File: config.mk
export PLATFORM = sky130hd
export DESIGN_NAME = perspective_divide
export DESIGN_NICKNAME = d
export VERILOG_FILES = /design/src/rtl/norm_pkg.sv /design/src/rtl/seq_divider.sv /design/src/rtl/perspective_divide.sv
export SDC_FILE = /design/constraint.sdc
export NUM_CORES = 2
export LEC_CHECK = 0
export ABC_AREA = 1
export CORE_UTILIZATION = 30
export CTS_CLUSTER_DIAMETER = 200
export DETAILED_ROUTE_END_ITERATION = 12
export PLACE_DENSITY_LB_ADDON = 0.12
export SLEW_MARGIN = 10
export SYNTH_ARGS = -nofsm -noshare
export SYNTH_HDL_FRONTEND = slang
export SYNTH_SLANG_ARGS = --single-unit
File: constraint.sdc
create_clock -name CLK -period 29.7 [get_ports CLK]
set_clock_uncertainty 0.05 [all_clocks]
set_input_delay 2.97 -clock CLK [delete_from_list [all_inputs] [get_ports CLK]]
set_output_delay 2.97 -clock CLK [all_outputs]
set_load 0.03 [all_outputs]
File: src/rtl/norm_pkg.sv
// Shared types and helpers for the perspective-divide stage.
// Optional z divide is selected by the NORM_Z_DIVIDE_EN macro in the top level.
package norm_pkg;

  typedef enum logic [2:0] {
    S_IDLE,
    S_ISSUE,
    S_WAIT,
    S_STORE,
    S_DONE
  } state_t;

  function automatic longint sat_max(input int dw);
    return (longint'(1) <<< (dw - 1)) - 1;
  endfunction

  function automatic longint sat_min(input int dw);
    return -(longint'(1) <<< (dw - 1));
  endfunction

  // Low bit of vertex i inside a packed coordinate bus.
  function automatic int vtx_lo(input int i, input int dw);
    return i * dw;
  endfunction

endpackage

File: src/rtl/seq_divider.sv
// Restoring signed divider, one quotient bit per cycle, fixed latency DATA_W+FRAC_W.
// Computes (num <<< FRAC_W) / den on magnitudes, truncating toward zero, saturating to DATA_W.
module seq_divider
  import norm_pkg::*;
#(
  parameter int DATA_W = 21,
  parameter int FRAC_W = 8
) (
  input  logic                     clk,
  input  logic                     rst,
  input  logic                     div_start,
  input  logic signed [DATA_W-1:0] num,
  input  logic signed [DATA_W-1:0] den,
  output logic signed [DATA_W-1:0] quot,
  output logic                     div0,
  output logic                     div_done
);

  localparam int Q_W   = DATA_W + FRAC_W;
  localparam int CNT_W = $clog2(Q_W + 1);
  localparam logic signed [DATA_W-1:0] Q_MAX = DATA_W'(sat_max(DATA_W));
  localparam logic signed [DATA_W-1:0] Q_MIN = DATA_W'(sat_min(DATA_W));
  localparam logic [Q_W-1:0] MAG_POS = Q_W'(sat_max(DATA_W));
  localparam logic [Q_W-1:0] MAG_NEG = Q_W'(-sat_min(DATA_W));

  logic [DATA_W-1:0] r_rem;
  logic [Q_W-1:0]    r_dq;
  logic [DATA_W-1:0] r_den_mag;
  logic              r_neg;
  logic              r_num_neg;
  logic              r_num_zero;
  logic              r_den_zero;
  logic [CNT_W-1:0]  r_cnt;
  logic              r_done;

  logic [DATA_W-1:0] w_num_mag;
  logic [DATA_W-1:0] w_den_mag;
  logic [DATA_W-1:0] w_src_rem;
  logic [Q_W-1:0]    w_src_dq;
  logic [DATA_W-1:0] w_src_den;
  logic [DATA_W:0]   w_trial;
  logic [DATA_W:0]   w_sub;
  logic              w_ge;
  logic [DATA_W-1:0] w_next_rem;
  logic [Q_W-1:0]    w_next_dq;

  assign w_num_mag = num[DATA_W-1] ? -num : num;
  assign w_den_mag = den[DATA_W-1] ? -den : den;

  // The first iteration runs on the start edge so div_done lands Q_W cycles later.
  assign w_src_rem  = div_start ? '0 : r_rem;
  assign w_src_dq   = div_start ? (Q_W'(w_num_mag) << FRAC_W) : r_dq;
  assign w_src_den  = div_start ? w_den_mag : r_den_mag;
  assign w_trial    = {w_src_rem, w_src_dq[Q_W-1]};
  assign w_sub      = w_trial - {1'b0, w_src_den};
  assign w_ge       = (w_trial >= {1'b0, w_src_den});
  assign w_next_rem = w_ge ? w_sub[DATA_W-1:0] : w_trial[DATA_W-1:0];
  assign w_next_dq  = {w_src_dq[Q_W-2:0], w_ge};

  always_ff @(posedge clk or posedge rst) begin
    if (rst) begin
      r_rem      <= '0;
      r_dq       <= '0;
      r_den_mag  <= '0;
      r_neg      <= 1'b0;
      r_num_neg  <= 1'b0;
      r_num_zero <= 1'b0;
      r_den_zero <= 1'b0;
      r_cnt      <= '0;
      r_done     <= 1'b0;
    end else begin
      r_done <= 1'b0;
      if (div_start) begin
        r_rem      <= w_next_rem;
        r_dq       <= w_next_dq;
        r_den_mag  <= w_den_mag;
        r_neg      <= num[DATA_W-1] ^ den[DATA_W-1];
        r_num_neg  <= num[DATA_W-1];
        r_num_zero <= (num == '0);
        r_den_zero <= (den == '0);
        r_cnt      <= CNT_W'(Q_W - 1);
        r_done     <= (Q_W == 1);
      end else if (r_cnt != '0) begin
        r_rem <= w_next_rem;
        r_dq  <= w_next_dq;
        r_cnt <= r_cnt - 1'b1;
        if (r_cnt == CNT_W'(1)) r_done <= 1'b1;
      end
    end
  end

  always_comb begin
    quot = '0;
    if (r_den_zero) begin
      if (!r_num_zero) quot = r_num_neg ? Q_MIN : Q_MAX;
    end else if (r_neg) begin
      quot = (r_dq > MAG_NEG) ? Q_MIN : -$signed(r_dq[DATA_W-1:0]);
    end else begin
      quot = (r_dq > MAG_POS) ? Q_MAX : $signed(r_dq[DATA_W-1:0]);
    end
  end

  assign div0     = r_den_zero;
  assign div_done = r_done;

endmodule

File: src/rtl/perspective_divide.sv
// Perspective divide: x/w, y/w (and z/w with NORM_Z_DIVIDE_EN) for NUM_VTX vertices
// through one shared sequential divider; results commit together on the DONE edge.
module perspective_divide
  import norm_pkg::*;
#(
  parameter int DATA_W  = 21,
  parameter int FRAC_W  = 8,
  parameter int NUM_VTX = 4
) (
  input  logic                      CLK,
  input  logic                      rst,
  input  logic                      start,
  input  logic [NUM_VTX*DATA_W-1:0] x_in,
  input  logic [NUM_VTX*DATA_W-1:0] y_in,
  input  logic [NUM_VTX*DATA_W-1:0] z_in,
  input  logic [NUM_VTX*DATA_W-1:0] w_in,
  output logic [NUM_VTX*DATA_W-1:0] x_out,
  output logic [NUM_VTX*DATA_W-1:0] y_out,
  output logic [NUM_VTX*DATA_W-1:0] z_out,
  output logic [NUM_VTX-1:0]        div0,
  output logic                      busy,
  output logic                      done,
  output state_t                    dbg_state
);

`ifdef NORM_Z_DIVIDE_EN
  localparam int OPS = 3;
`else
  localparam int OPS = 2;
`endif
  localparam int VTX_W = (NUM_VTX > 1) ? $clog2(NUM_VTX) : 1;
  localparam int VW    = NUM_VTX * DATA_W;

  state_t r_state, w_next_state;

  logic [VW-1:0]      r_x, r_y, r_z, r_w;
  logic [VW-1:0]      r_sh_x, r_sh_y, r_sh_z;
  logic [NUM_VTX-1:0] r_sh_div0;
  logic [VTX_W-1:0]   r_vtx;
  logic [1:0]         r_op;

  logic                     w_div_start;
  logic                     w_div_done;
  logic                     w_div0;
  logic                     w_last_op;
  logic signed [DATA_W-1:0] w_num;
  logic signed [DATA_W-1:0] w_den;
  logic signed [DATA_W-1:0] w_quot;

  seq_divider #(.DATA_W(DATA_W), .FRAC_W(FRAC_W)) u_div (
    .clk       (CLK),
    .rst       (rst),
    .div_start (w_div_start),
    .num       (w_num),
    .den       (w_den),
    .quot      (w_quot),
    .div0      (w_div0),
    .div_done  (w_div_done)
  );

  always_comb begin
    w_den = r_w[vtx_lo(int'(r_vtx), DATA_W) +: DATA_W];
    w_num = r_x[vtx_lo(int'(r_vtx), DATA_W) +: DATA_W];
    case (r_op)
      2'd1:    w_num = r_y[vtx_lo(int'(r_vtx), DATA_W) +: DATA_W];
      2'd2:    w_num = r_z[vtx_lo(int'(r_vtx), DATA_W) +: DATA_W];
      default: w_num = r_x[vtx_lo(int'(r_vtx), DATA_W) +: DATA_W];
    endcase
  end

  assign w_last_op = (r_op == 2'(OPS - 1)) && (r_vtx == VTX_W'(NUM_VTX - 1));

  always_ff @(posedge CLK or posedge rst) begin
    if (rst) r_state <= S_IDLE;
    else     r_state <= w_next_state;
  end

  // Handshake: start is only looked at in IDLE (no queuing); done pulses for one
  // cycle in DONE, and the committed outputs are visible from the following cycle.
  always_comb begin
    w_next_state = r_state;
    case (r_state)
      S_IDLE:  if (start) w_next_state = S_ISSUE;
      S_ISSUE: w_next_state = S_WAIT;
      S_WAIT:  if (w_div_done) w_next_state = S_STORE;
      S_STORE: w_next_state = w_last_op ? S_DONE : S_ISSUE;
      S_DONE:  w_next_state = S_IDLE;
      default: w_next_state = S_IDLE;
    endcase
  end

  assign w_div_start = (r_state == S_ISSUE);
  assign busy        = (r_state == S_ISSUE) || (r_state == S_WAIT) || (r_state == S_STORE);
  assign done        = (r_state == S_DONE);
  assign dbg_state   = r_state;

  always_ff @(posedge CLK or posedge rst) begin
    if (rst) begin
      r_x       <= '0;
      r_y       <= '0;
      r_z       <= '0;
      r_w       <= '0;
      r_sh_x    <= '0;
      r_sh_y    <= '0;
      r_sh_z    <= '0;
      r_sh_div0 <= '0;
      r_vtx     <= '0;
      r_op      <= '0;
      x_out     <= '0;
      y_out     <= '0;
      z_out     <= '0;
      div0      <= '0;
    end else begin
      case (r_state)
        S_IDLE: begin
          if (start) begin
            r_x   <= x_in;
            r_y   <= y_in;
            r_z   <= z_in;
            r_w   <= w_in;
            r_vtx <= '0;
            r_op  <= '0;
          end
        end
        S_STORE: begin
          case (r_op)
            2'd1:    r_sh_y[vtx_lo(int'(r_vtx), DATA_W) +: DATA_W] <= w_quot;
            2'd2:    r_sh_z[vtx_lo(int'(r_vtx), DATA_W) +: DATA_W] <= w_quot;
            default: r_sh_x[vtx_lo(int'(r_vtx), DATA_W) +: DATA_W] <= w_quot;
          endcase
          r_sh_div0[r_vtx] <= w_div0;
          if (r_op == 2'(OPS - 1)) begin
            r_op  <= '0;
            r_vtx <= r_vtx + 1'b1;
          end else begin
            r_op <= r_op + 1'b1;
          end
        end
        S_DONE: begin
          x_out <= r_sh_x;
          y_out <= r_sh_y;
          div0  <= r_sh_div0;
`ifdef NORM_Z_DIVIDE_EN
          z_out <= r_sh_z;
`else
          // Depth test downstream consumes the raw w as depth.
          z_out <= r_w;
`endif
        end
        default: ;
      endcase
    end
  end

endmodule

# After elaboration in Yosys (flattened, before gate mapping)

Index checks and enable logic that the tools add are counted.

Bits in registers: 852
Input bits: 339
Output and inout bits: 261
Word-level logic and storage cells: 109

Add/subtract/negate cells: 8
$mul: 1
Order comparisons: 5
Equal/unequal tests: 11
Shift operators: 6
Mux-type cells: 36
Bitwise logic cells: 2
Reduce and logical (&&, ||, !) cells: 17

Operators with widths:

| operator                                               | count |
|---|---|
| variable part select 84 x 32 -> 21 bit                 | 4 |
| 2-to-1 mux 21 bit                                      | 13 |
| bitwise mux 84 bit                                     | 2 |
| 2-to-1 mux 29 bit                                      | 3 |
| variable shift 21 x 33 -> 84 bit, first input constant | 1 |
| variable part select 21 x 33 -> 84 bit                 | 1 |
| negator 21 bit                                         | 3 |
| logical NOT 21 bit                                     | 2 |
| case mux 21 bit (2 select lines)                       | 1 |
| negator 7 -> 33 bit                                    | 1 |
| > comparator 29 x 20 -> 1 bit, second input constant   | 1 |
| > comparator 29 x 21 -> 1 bit, second input constant   | 1 |
| >= comparator 22 x 21 -> 1 bit                         | 1 |
| subtractor 21 bit                                      | 1 |
| case mux 3 bit (4 select lines)                        | 1 |
| 2-to-1 mux 5 bit                                       | 2 |
| AND reduction 2 bit                                    | 5 |
| 2-to-1 mux 3 bit                                       | 3 |
| case mux 2 bit (2 select lines)                        | 2 |
| multiplier 2 x 5 -> 7 bit, second input constant       | 1 |
| == test 3 x 2 -> 1 bit, second input constant          | 2 |
| 2-to-1 mux 2 bit                                       | 3 |
| == test 5 x 1 -> 1 bit, second input constant          | 1 |
| nonzero test 5 bit                                     | 1 |
| other kinds (21)                                       | 30 |

# Logic depth before layout (Yosys ltp)

Depth in word-level cells: 10
Depth in mapped cells: 31
Mapped depth without buffers: 30

# Modules after synthesis

From an unflattened synthesis, not the netlist that was laid out.

Cells, all modules: 5143
Area total of the unflattened synthesis: 39814.4 um^2

Modules (own cells, without submodules):

| module             | times used | cells an instance | area an instance (um^2) | sequential area each (um^2) |
|---|---|---|---|---|
| perspective_divide | 1          | 4084              | 32847.8                 | 19293.5 |
| seq_divider        | 1          | 1059              | 6966.7                  | 2026.9 |

# Worst setup path after synthesis

No wires, ideal clock.

Path kind: reg-to-output
From: register r_state[2], in the netlist dbg_state[2]
To: output port done
Arrival: 1.654 ns
Required time: 26.680 ns
Path slack: 25.026 ns
Cell stages (with the launch flop): 5
Buffers on the path: 2
Path through: dfrtp_1 > inv_1 > nor3_1 > clkbuf_1 > clkbuf_1

Longest elaborated chain between the ends: 1

Ends and longest elaborated chain:

| element                | RTL line                 | RTL |
|---|---|---|
| start, declared        | perspective_divide.sv:34 | `state_t r_state, w_next_state;` |
| start signal, assigned | perspective_divide.sv:75 | `else r_state <= w_next_state;` |
| == test 3 bit          | perspective_divide.sv:94 | `assign done = (r_state == S_DONE);` |
| end, declared          | perspective_divide.sv:22 | `output logic done,` |

No other way between the ends.

==> flow_summary.toml <==
[floorplanning]
floorplan.initialDensity_pct = 30.4
floorplan.rows = 132
ios = 600
fp.coreArea_um2 = 130000
die-area_um2 = 133000
die_h_um = 365
die_w_um = 365

[routing]
drt-vias-per-instance = 4.72
detailedRoute.firstIterationViolations = 2273
final_routed_drc_violation_total = 0
wl_met2_mm = 63.1
top_layer_used = "met5"
final_antenna_net_count = 0
m1WireLength_mm = 65.7
wl_per_cell_um = 20.0
dr.pass1.iters = 5
vias = 32600
met3_wirelength_mm = 5.96
totalWireLength_mm = 138

[cts]
cts.path.max_buffers = 3
htree_levels = 3
clkSlewWorstSetupHoldPaths_ns = 0.05
cts_tree = "built"
clock_tree.root_cell = "sky130_fd_sc_hd__clkbuf_16"
cts.hold.buffers_added = 0
cts_num_sinks = 852
cts-resized-gates = 0
cts_setup_buffers = 0
cts_buffers = 100
insertion_delay_ns = 0.69

[timing]
final.period_utilization_pct = 22.9
setup_slack_ns = 22.91
tightestPinTransition_ns = 1.20
timing_max_transition_violations_final = 0
finalSetupViolations = 0
fmax_ghz = 0.147
total_negative_slack_ns = 0
slew_headroom_pct = 19.3
rsz_0062_raised_after_global_routing = "no"
fin_hold_ws_ns = 0.420
timing.final.crit_period_ns = 6.79
hold_violations = 0

[placement]
placed_cell_area_um2 = 46900
place_worst_setup_slack_ns = 21.94
place.gp.congestion = 0.865
dp.final_hpwl_mm = 99.1
port_buffers = 599

[pwr]
post-layout-total-power_mw = 5.25
static-leakage-power_nw = 23.6
cellPowerDensity_nw_per_um2 = 104
irDropWorstVdd_v = 0.0000567

[global_routing]
grt_first_pass_wirelength_mm = 208
number_of_global_route_vias_before_repair = 32200
grt_antenna_before_repair = 8
globalRouteOverflowTotal = 0
pin_count_of_the_biggest_net_entering_global_routing = 177
grt_overall_usage_pct = 20.6

[synth]
postSynthAreaPerCell_um2 = 8.61
yosys_most_used_dff = "sky130_fd_sc_hd__dfrtp_1"
synth-seq-cells = 852
yosys.cell_count.top_type = "sky130_fd_sc_hd__nand2_1"
yosys-top-cells-count = "1454 x sky130_fd_sc_hd__nand2_1, 852 x sky130_fd_sc_hd__dfrtp_1, 320 x sky130_fd_sc_hd__o21ai_0, 319 x sky130_fd_sc_hd__inv_1, 308 x sky130_fd_sc_hd__nand3_1"
synthesis.instances = 4593
netlist_area_um2 = 39600
synth.net_count = 4969
yosys.area.top_type_share_pct = 53.9
async_reset_ff_share_pct = 100
synthDominantAreaCellType = "sky130_fd_sc_hd__dfrtp_1"
post_synth_main_area_contributors = "sky130_fd_sc_hd__dfrtp_1 54%, sky130_fd_sc_hd__nand2_1 14%, sky130_fd_sc_hd__mux2_2 5.5%"
netlist-cell-type-count = 48
number_of_enable_flip_flop_cells_after_synthesis = 0
synth-warning-count = 0
synth_seq_area_share_pct = 53.9

[flow_run]
maxCapViolations = 0

[setup_path]
path_common_cell = "sky130_fd_sc_hd__buf_4"
critical_path_peak_fanout = 112
slowest_stage = "sky130_fd_sc_hd__buf_4"
critPathCaptureType = "asynchronous set/reset pin"
critPathMaxStageDelay_ns = 0.89
worstSetupStartpointType = "input pin"
worst-endpoint-required_ns = 30.34
cp_class = "in -> async"
critical_path_arrival_ns = 7.43
crit_chain = "clkdlybuf4s50_1 > inv_8 > buf_4 > buf_4 > buf_4 > buf_4"

[cells_and_area]
syn_to_final_growth_pct = 27.3
final_cell_area_um2 = 50400
design.final.nets = 5452
final_layout_size_suffix_gt1_share_pct = 9.85

[run_status]
outcome = "finished clean"

[min_path]
hold_path.class = "reg -> reg"
## cell type report
class | count | area (um^2)
antenna | 6 | 15.0
fill | 13500 | 79800
sequential | 852 | 21300
clock buffer | 149 | 2960
tap | 1742 | 2180
clock inverter | 33 | 483
inverter | 339 | 1290
multi-input combinational | 3139 | 15800
timing repair buffer | 644 | 6330
## cell families after synthesis
group,synth area share (%)
xor gates and xnor gates,0.996
adders and majority gates,1.19
and+or+nand+nor,23.2
buffers and inverters,6.37
DFF,53.9
AOI/OAI and AO/OA,8.84
muxes,5.49
## worst max-delay path, delay by kind of cell
| family | cells | cell delay [ns] |
|---|---|---|
| buf+inv | 6 | 4.24 |
## stage by stage
step | std cells | util [%]
after global routing | 6903 | 38.7
after floorplan | 4593 | -
after CTS | 6898 | 38.7
after global placement | 6716 | 36.0
final | 6904 | 38.7
after detailed placement | 6716 | 36.0
## layer usage
metal,up-vias,GRT usage (%)
met5,-,0
met4,2,5.80
met3,162,2.90
met2,760,32.5
met1,15900,29.3
li1,15800,-
## layout by cell type (no fill, tap or decap), types with 26 or more instances in the layout
master,Yosys,routed
sky130_fd_sc_hd__o21ai_1,45,45
sky130_fd_sc_hd__clkbuf_16,0,102
sky130_fd_sc_hd__buf_4,13,45
sky130_fd_sc_hd__o21ai_0,320,320
sky130_fd_sc_hd__nand3_1,308,308
sky130_fd_sc_hd__clkdlybuf4s50_1,0,599
sky130_fd_sc_hd__inv_1,319,318
sky130_fd_sc_hd__a21oi_1,236,236
sky130_fd_sc_hd__nand2_1,1454,1453
sky130_fd_sc_hd__mux2_2,193,193
sky130_fd_sc_hd__nor2_1,287,287
sky130_fd_sc_hd__xor2_1,26,26
sky130_fd_sc_hd__nand4_1,57,57
sky130_fd_sc_hd__dfrtp_1,852,850
sky130_fd_sc_hd__ha_1,36,34
## state kept, by name, summed over array words and instances (netlist names), 2 cells and up
name             flops
dbg_state            3
div0                 4
r_op                 2
r_sh_div0            4
r_sh_x              84
r_sh_y              84
r_vtx                2
r_w                 84
r_x                 84
r_y                 84
r_z                 84
u_div.r_cnt          5
u_div.r_den_mag     21
u_div.r_dq          29
u_div.r_rem         21
x_out               84
y_out               84
z_out               84
## worst paths after layout
| kind | startpoint | to | slack [ns] | cells past startpoint |
|---|---|---|---|---|
| max in group CLK | r_op[0] | u_div.r_rem[3] | 23.52 | 27 |
| min in group asynchronous | rst | z_out[4] | 2.74 | 2 |
| setup / recovery | rst | r_x[78] | 22.91 | 6 |
| setup reg to reg | r_op[0] | u_div.r_rem[3] | 23.52 | 27 |
| hold / removal | x_out[73] | x_out[73] | 0.42 | 2 |
| hold reg to reg | x_out[73] | x_out[73] | 0.42 | 2 |
## power by group
part	switching, mW	internal (mW)	leakage (nW)
Clock	0.514	0.768	1.69
Combinational	1.48	0.789	11.1
Sequential	0.180	1.52	10.8
Total	2.17	3.07	23.6
(Power assumes the default switching activity.)
